--- config.mk ---
export PLATFORM = sky130hd
export DESIGN_NAME = sdram_host_if
export DESIGN_NICKNAME = d
export VERILOG_FILES = /design/src/rtl/sdram_host_if.sv
export SDC_FILE = /design/constraint.sdc
export NUM_CORES = 1
export LEC_CHECK = 0
export BUFFER_PORTS_ARGS = -buffer_cell sky130_fd_sc_hd__buf_4
export CORE_MARGIN = 2
export CORE_UTILIZATION = 50
export DETAILED_ROUTE_END_ITERATION = 10
export HOLD_SLACK_MARGIN = 0.12
export MAX_ROUTING_LAYER = met4
export PLACE_DENSITY = 0.94
export SLEW_MARGIN = 20
export SYNTH_ARGS = -nofsm -noshare
export SYNTH_HDL_FRONTEND = slang
export SYNTH_SLANG_ARGS = --single-unit
--- constraint.sdc ---
create_clock -name CLK -period 4.4 [get_ports CLK]
set_input_delay 0.44 -clock CLK [delete_from_list [all_inputs] [get_ports CLK]]
set_output_delay 0.44 -clock CLK [all_outputs]
set_load 0.05 [all_outputs]
--- src/rtl/sdram_host_if.sv ---
// Host-side request front end for the SDRAM command sequencer: latches one
// read/write request, drives rd/wr enables, and steers write data and read capture.
// Define SDRAM_HOST_IF_REQ_QUEUE_EN to add a second (queued) request slot.
module sdram_host_if #(
  parameter int DATA_W = 16,
  parameter int BANK_W = 2,
  parameter int ROW_W  = 13,
  parameter int COL_W  = 9
) (
  input  logic                          CLK,
  input  logic                          RESET,
  input  logic [BANK_W+ROW_W+COL_W-1:0] host_addr,
  input  logic [DATA_W-1:0]             host_wr_data,
  input  logic                          host_rd_req,
  input  logic                          host_wr_req,
  output logic                          host_busy,
  output logic [DATA_W-1:0]             host_rd_data,
  output logic                          host_rd_valid,
  input  logic [4:0]                    state,
  output logic                          rd_enable,
  output logic                          wr_enable,
  output logic [9:0]                    refresh_cnt,
  output logic [BANK_W-1:0]             sd_bank,
  output logic [ROW_W-1:0]              sd_row,
  output logic [COL_W-1:0]              sd_col,
  output logic [DATA_W-1:0]             sd_dq_out,
  output logic                          sd_dq_oe,
  input  logic [DATA_W-1:0]             sd_dq_in
);

  localparam int ADDR_W = BANK_W + ROW_W + COL_W;

  localparam logic [4:0] ST_IDLE       = 5'b00000;
  localparam logic [4:0] ST_REFRESH    = 5'b00001;
  localparam logic [4:0] ST_RD_START   = 5'b10000;
  localparam logic [4:0] ST_RD_CAPTURE = 5'b10100;
  localparam logic [4:0] ST_WR_START   = 5'b11000;
  localparam logic [4:0] ST_WR_DATA    = 5'b11010;

  typedef enum logic [1:0] {
    FREE   = 2'd0,
    PEND   = 2'd1,
    ACTIVE = 2'd2
  } fsm_e;

  fsm_e                r_fsm;
  fsm_e                w_fsm_nxt;
  logic                r_op_wr;
  logic [ADDR_W-1:0]   r_addr;
  logic [DATA_W-1:0]   r_wr_data;
  logic [DATA_W-1:0]   r_rd_data;
  logic                r_rd_valid;
  logic [9:0]          r_refresh_cnt;

  logic                w_take_main;
  logic                w_promote;
  logic                w_src_wr;
  logic [ADDR_W-1:0]   w_src_addr;
  logic [DATA_W-1:0]   w_src_data;
  logic                w_start;
  logic                w_done;
  logic                w_capture;
  logic                w_refresh_clr;
  logic                w_busy;
  logic                w_rd_en;
  logic                w_wr_en;
  logic                w_oe;

  assign w_start   = (r_fsm == PEND) && (state == (r_op_wr ? ST_WR_START : ST_RD_START));
  assign w_done    = (r_fsm == ACTIVE) && (state == ST_IDLE);
  assign w_capture = (r_fsm == ACTIVE) && !r_op_wr && (state == ST_RD_CAPTURE);

`ifdef SDRAM_HOST_IF_REQ_QUEUE_EN
  logic              r_q_valid;
  logic              r_q_wr;
  logic [ADDR_W-1:0] r_q_addr;
  logic [DATA_W-1:0] r_q_data;
  logic              w_req;
  logic              w_take_q;

  // A new request goes straight to the main slot only when nothing older is waiting.
  assign w_req       = host_rd_req | host_wr_req;
  assign w_promote   = w_done & r_q_valid;
  assign w_take_main = w_req & ~r_q_valid & ((r_fsm == FREE) | w_done);
  assign w_take_q    = w_req & ~r_q_valid & ~w_take_main;
  assign w_src_wr    = w_promote ? r_q_wr   : (host_wr_req & ~host_rd_req);
  assign w_src_addr  = w_promote ? r_q_addr : host_addr;
  assign w_src_data  = w_promote ? r_q_data : host_wr_data;
  assign w_busy      = r_q_valid;

  always_ff @(posedge CLK or negedge RESET) begin
    if (!RESET) begin
      r_q_valid <= 1'b0;
      r_q_wr    <= 1'b0;
      r_q_addr  <= '0;
      r_q_data  <= '0;
    end else if (w_take_q) begin
      r_q_valid <= 1'b1;
      r_q_wr    <= host_wr_req & ~host_rd_req;
      r_q_addr  <= host_addr;
      r_q_data  <= host_wr_data;
    end else if (w_promote) begin
      r_q_valid <= 1'b0;
    end
  end
`else
  assign w_take_main = (host_rd_req | host_wr_req) & (r_fsm == FREE);
  assign w_promote   = 1'b0;
  assign w_src_wr    = host_wr_req & ~host_rd_req;
  assign w_src_addr  = host_addr;
  assign w_src_data  = host_wr_data;
  assign w_busy      = (r_fsm != FREE);
`endif

  always_ff @(posedge CLK or negedge RESET) begin
    if (!RESET) begin
      r_fsm <= FREE;
    end else begin
      r_fsm <= w_fsm_nxt;
    end
  end

  always_comb begin
    w_fsm_nxt = r_fsm;
    w_rd_en   = 1'b0;
    w_wr_en   = 1'b0;
    w_oe      = 1'b0;
    case (r_fsm)
      FREE: begin
        if (w_take_main) w_fsm_nxt = PEND;
      end
      PEND: begin
        // Enable stays up through any refresh until our own sequence starts.
        w_rd_en = !r_op_wr;
        w_wr_en = r_op_wr;
        if (w_start) w_fsm_nxt = ACTIVE;
      end
      ACTIVE: begin
        w_oe = r_op_wr && (state == ST_WR_DATA);
        if (w_done) w_fsm_nxt = (w_promote | w_take_main) ? PEND : FREE;
      end
      default: w_fsm_nxt = FREE;
    endcase
  end

  always_ff @(posedge CLK or negedge RESET) begin
    if (!RESET) begin
      r_op_wr   <= 1'b0;
      r_addr    <= '0;
      r_wr_data <= '0;
    end else if (w_take_main | w_promote) begin
      r_op_wr   <= w_src_wr;
      r_addr    <= w_src_addr;
      r_wr_data <= w_src_data;
    end
  end

  always_ff @(posedge CLK or negedge RESET) begin
    if (!RESET) begin
      r_rd_data  <= '0;
      r_rd_valid <= 1'b0;
    end else begin
      r_rd_valid <= w_capture;
      if (w_capture) r_rd_data <= sd_dq_in;
    end
  end

  // Any refresh or init activity restarts the interval count.
  assign w_refresh_clr = (state == ST_REFRESH) || (state[4:3] == 2'b01);

  always_ff @(posedge CLK or negedge RESET) begin
    if (!RESET) begin
      r_refresh_cnt <= '0;
    end else if (w_refresh_clr) begin
      r_refresh_cnt <= '0;
    end else if (r_refresh_cnt != 10'd1023) begin
      r_refresh_cnt <= r_refresh_cnt + 10'd1;
    end
  end

  assign host_busy     = w_busy;
  assign host_rd_data  = r_rd_data;
  assign host_rd_valid = r_rd_valid;
  assign rd_enable     = w_rd_en;
  assign wr_enable     = w_wr_en;
  assign refresh_cnt   = r_refresh_cnt;
  assign sd_bank       = r_addr[ADDR_W-1 -: BANK_W];
  assign sd_row        = r_addr[COL_W +: ROW_W];
  assign sd_col        = r_addr[COL_W-1:0];
  assign sd_dq_oe      = w_oe;
  assign sd_dq_out     = w_oe ? r_wr_data : '0;

endmodule

==> flow_summary_export.csv <==
group,metric,value,unit
synthesis,ys_async_sr_fraction,1.00,
timing,rsz0062_at_grt,"false",
finish,final_cell_area,4340,um2
global_route,grt_pass1_vias,2221,
critical_path,cp-start-kind,"register",
routing,post_drt_wl_per_cell,15.0,um
floorplanning,num_rows,28,
timing,fmax,407,MHz
critical_path,r2r_setup_slack,2.43,ns
timing,fin_skew,0.0100,ns
floorplanning,dieArea,6670,um2
clock_network,clk_latency,0.33,ns
timing,fin_tns_setup,0,ns
critical_path,rr_worst_depth,5,
global_route,grt_overflow,0,
synthesis,synth-edff-count,0,
power_and_ir_drop,power,2.79,mW
routing,postRouteWirelength,6610,um
clock_network,cts_setup_buffers,0,
clock_network,hold_buffers,0,
synthesis,netlist_top_cells_area,"dfrtp_1, mux2_2, mux2_4",
clock_network,numCtsBuffers,9,
clock_network,h-tree-depth,3,
power_and_ir_drop,power_density,643,nW/um2
global_route,grt_usage,0.213,
synthesis,netlist_area,3020,um2
timing,worst_pin_slew,0.851,ns
run_status,status,"completed",
critical_path,crit_chain,"nand2b_1, nor3_2, and2_1, buf_4",
critical_path,crit_required,3.96,ns
floorplanning,ios,136,
routing,antenna_left,0,
finish,drive_above_1_share,0.578,
placement,hpwl,4920,um
synthesis,yosysWarnings,0,
clock_network,cts_tree,"yes",
run,drv_cap,0,
power_and_ir_drop,p_leak,2.19,nW
critical_path,critPathMaxStageDelay,0.63,ns
floorplanning,core-area,5890,um2
clock_network,cts_buffer_depth,2,
timing,maxSlewHeadroom,0.433,
timing,finalHoldViolCount,0,
synthesis,syn_nets,288,
floorplanning,initial_core_util,0.513,
routing,drt_pre_antenna_iters,4,
clock_network,cts_repair_resize_count,0,
global_route,grt_max_degree,71,
placement,io_buffers,135,
placement,place_congestion,0.854,
floorplanning,die_w,81.7,um
synthesis,yosysSeqAreaShare,0.580,
synthesis,synthDistinctLibCells,37,
critical_path,slowest_stage,"nor3_2",
critical_path,timing.rr.start,"r_fsm[0]",
clock_network,clkSinkCount,70,
critical_path,worstPathArrival,2.02,ns
routing,drc,0,
routing,vias,2193,
critical_path,setup.worst_path.end_class,"output pin",
timing,final.min_clock_period,2.46,ns
finish,instances_no_fill,442,
critical_path,worstSetupPathType,"register to output pin",
synthesis,netlist_top_cells_count,"dfrtp_1, mux2_2, and2_1",
routing,wl_met2,3590,um
critical_path,reg2reg_to,"r_addr[23]",
routing,m1WireLength,2460,um
critical_path,cp_num_buf_inv,1,
routing,wl_met3,502,um
placement,pre_cts_ws,2.06,ns
placement,dpl_cell_area,4080,um2
timing,period_share,0.559,
critical_path,crit_family,"simple AND/OR/NAND/NOR gates",
timing,hold_ws,0.217,ns
clock_network,root_buffer,"clkbuf_8",
routing,drt_iter0_drc,31,
synthesis,syn-instance-count,222,
finish,area_delta_synth_final,43.9,%
timing,layout_setup_ws,1.94,ns
finish,post-route-util,0.738,
timing,setup_viol,0,
worst_hold_path,holdCritPathClass,"primary input to asynchronous set/reset pin",
finish,layout.nets,428,
routing,vias_per_cell,4.96,
critical_path,cp_max_fo,17,
synthesis,synth_flop_cell,"dfrtp_1",
global_route,antenna_found_initial,0,
floorplanning,die_h,81.7,um
synthesis,avgSynthCellArea,13.6,um2
global_route,grt_first_pass_wirelength,10300,um
placement,placed_cells,425,
power_and_ir_drop,peakVddDrop,0.484,mV
finish,n_antenna_cell,0,
timing,drv_slew,0,
synthesis,synth_seq_cells,70,
synthesis,yosysTopAreaCellShare,0.580,
routing,routed.top_layer,"met4",
synthesis,synth_top_area_cell,"dfrtp_1",
synthesis,yosysMostFrequentCell,"dfrtp_1",
clock_network,cts.clk_slew.worst_paths,0.07,ns
==> cell usage in the layout (no fill, tap or decap), types with 2 or more instances in the layout <==
cell type	instances
a21oi_1	5
a31oi_1	2
and2_1	16
and3_1	4
buf_4	135
bufinv_16	3
clkbuf_8	9
clkinvlp_4	2
dfrtp_1	70
inv_1	6
mux2_1	2
mux2_2	45
mux2_4	9
mux2i_1	4
nand2_1	6
nand2b_1	3
nand3_1	5
nor2_1	13
nor3_1	2
nor3_2	2
nor4_1	2
xor2_1	2
==> worst max path at each step <==
stage	startpoint	to	slack, ns	cells after the start
floorplan	state[4]	sd_dq_out[10]	2.14	4
global placement	state[0]	sd_dq_out[13]	2.16	5
detailed placement	state[0]	sd_dq_out[4]	2.06	5
CTS	r_fsm[0]	sd_dq_out[4]	1.91	4
global route	r_fsm[0]	sd_dq_out[4]	1.81	4
finish	r_fsm[0]	sd_dq_out[4]	1.94	4
==> sequential cells by signal, indices dropped and copies added, names as in the netlist <==
register and count:
host_rd_valid 1, r_fsm 2, refresh_cnt 10, host_rd_data 16, r_addr 24, r_wr_data 16, r_op_wr 1
==> power by group <==
| group | internal, mW | switching [mW] | leakage, nW |
|---|---|---|---|
| Combinational | 0.461 | 0.740 | 1.20 |
| Clock | 0.376 | 0.227 | 0.112 |
| Sequential | 0.857 | 0.132 | 0.875 |
| Total | 1.69 | 1.10 | 2.19 |
==> layer usage <==
metal | GRT usage | up-vias
li1 | - | 1054
met1 | 0.236 | 1037
met2 | 0.369 | 95
met3 | 0.0516 | 7
met4 | 0.0850 | 0
met5 | - | -
==> kinds of logic (layout without fill, tap and decap cells) <==
kind of cell,after synthesis,in the layout,synth area share
xor+xnor,3,3,0.00871
fa+ha+maj,1,1,0.00415
buf+inv,13,158,0.0245
compound gates,14,14,0.0294
simple gates,61,61,0.119
mux,60,60,0.233
flops,70,70,0.580
==> worst reg2reg max path: stages, from the launching register on <==
cell and delay [ns]:
dfrtp_1 0.41, nor2_1 0.18, inv_1 0.12, nor2_4 0.53, buf_16 0.24, mux2_2 0.36
==> final cells by class <==
type / instances / area, um2
clock inverters: 6 / 110
well taps: 75 / 93.8
fillers: 415 / 1540
repair buffers: 136 / 1040
inverters: 6 / 22.5
multi-input cells: 139 / 1200
clock buffers: 10 / 128
flip-flops and latches: 70 / 1750
(Power assumes the default switching activity.)
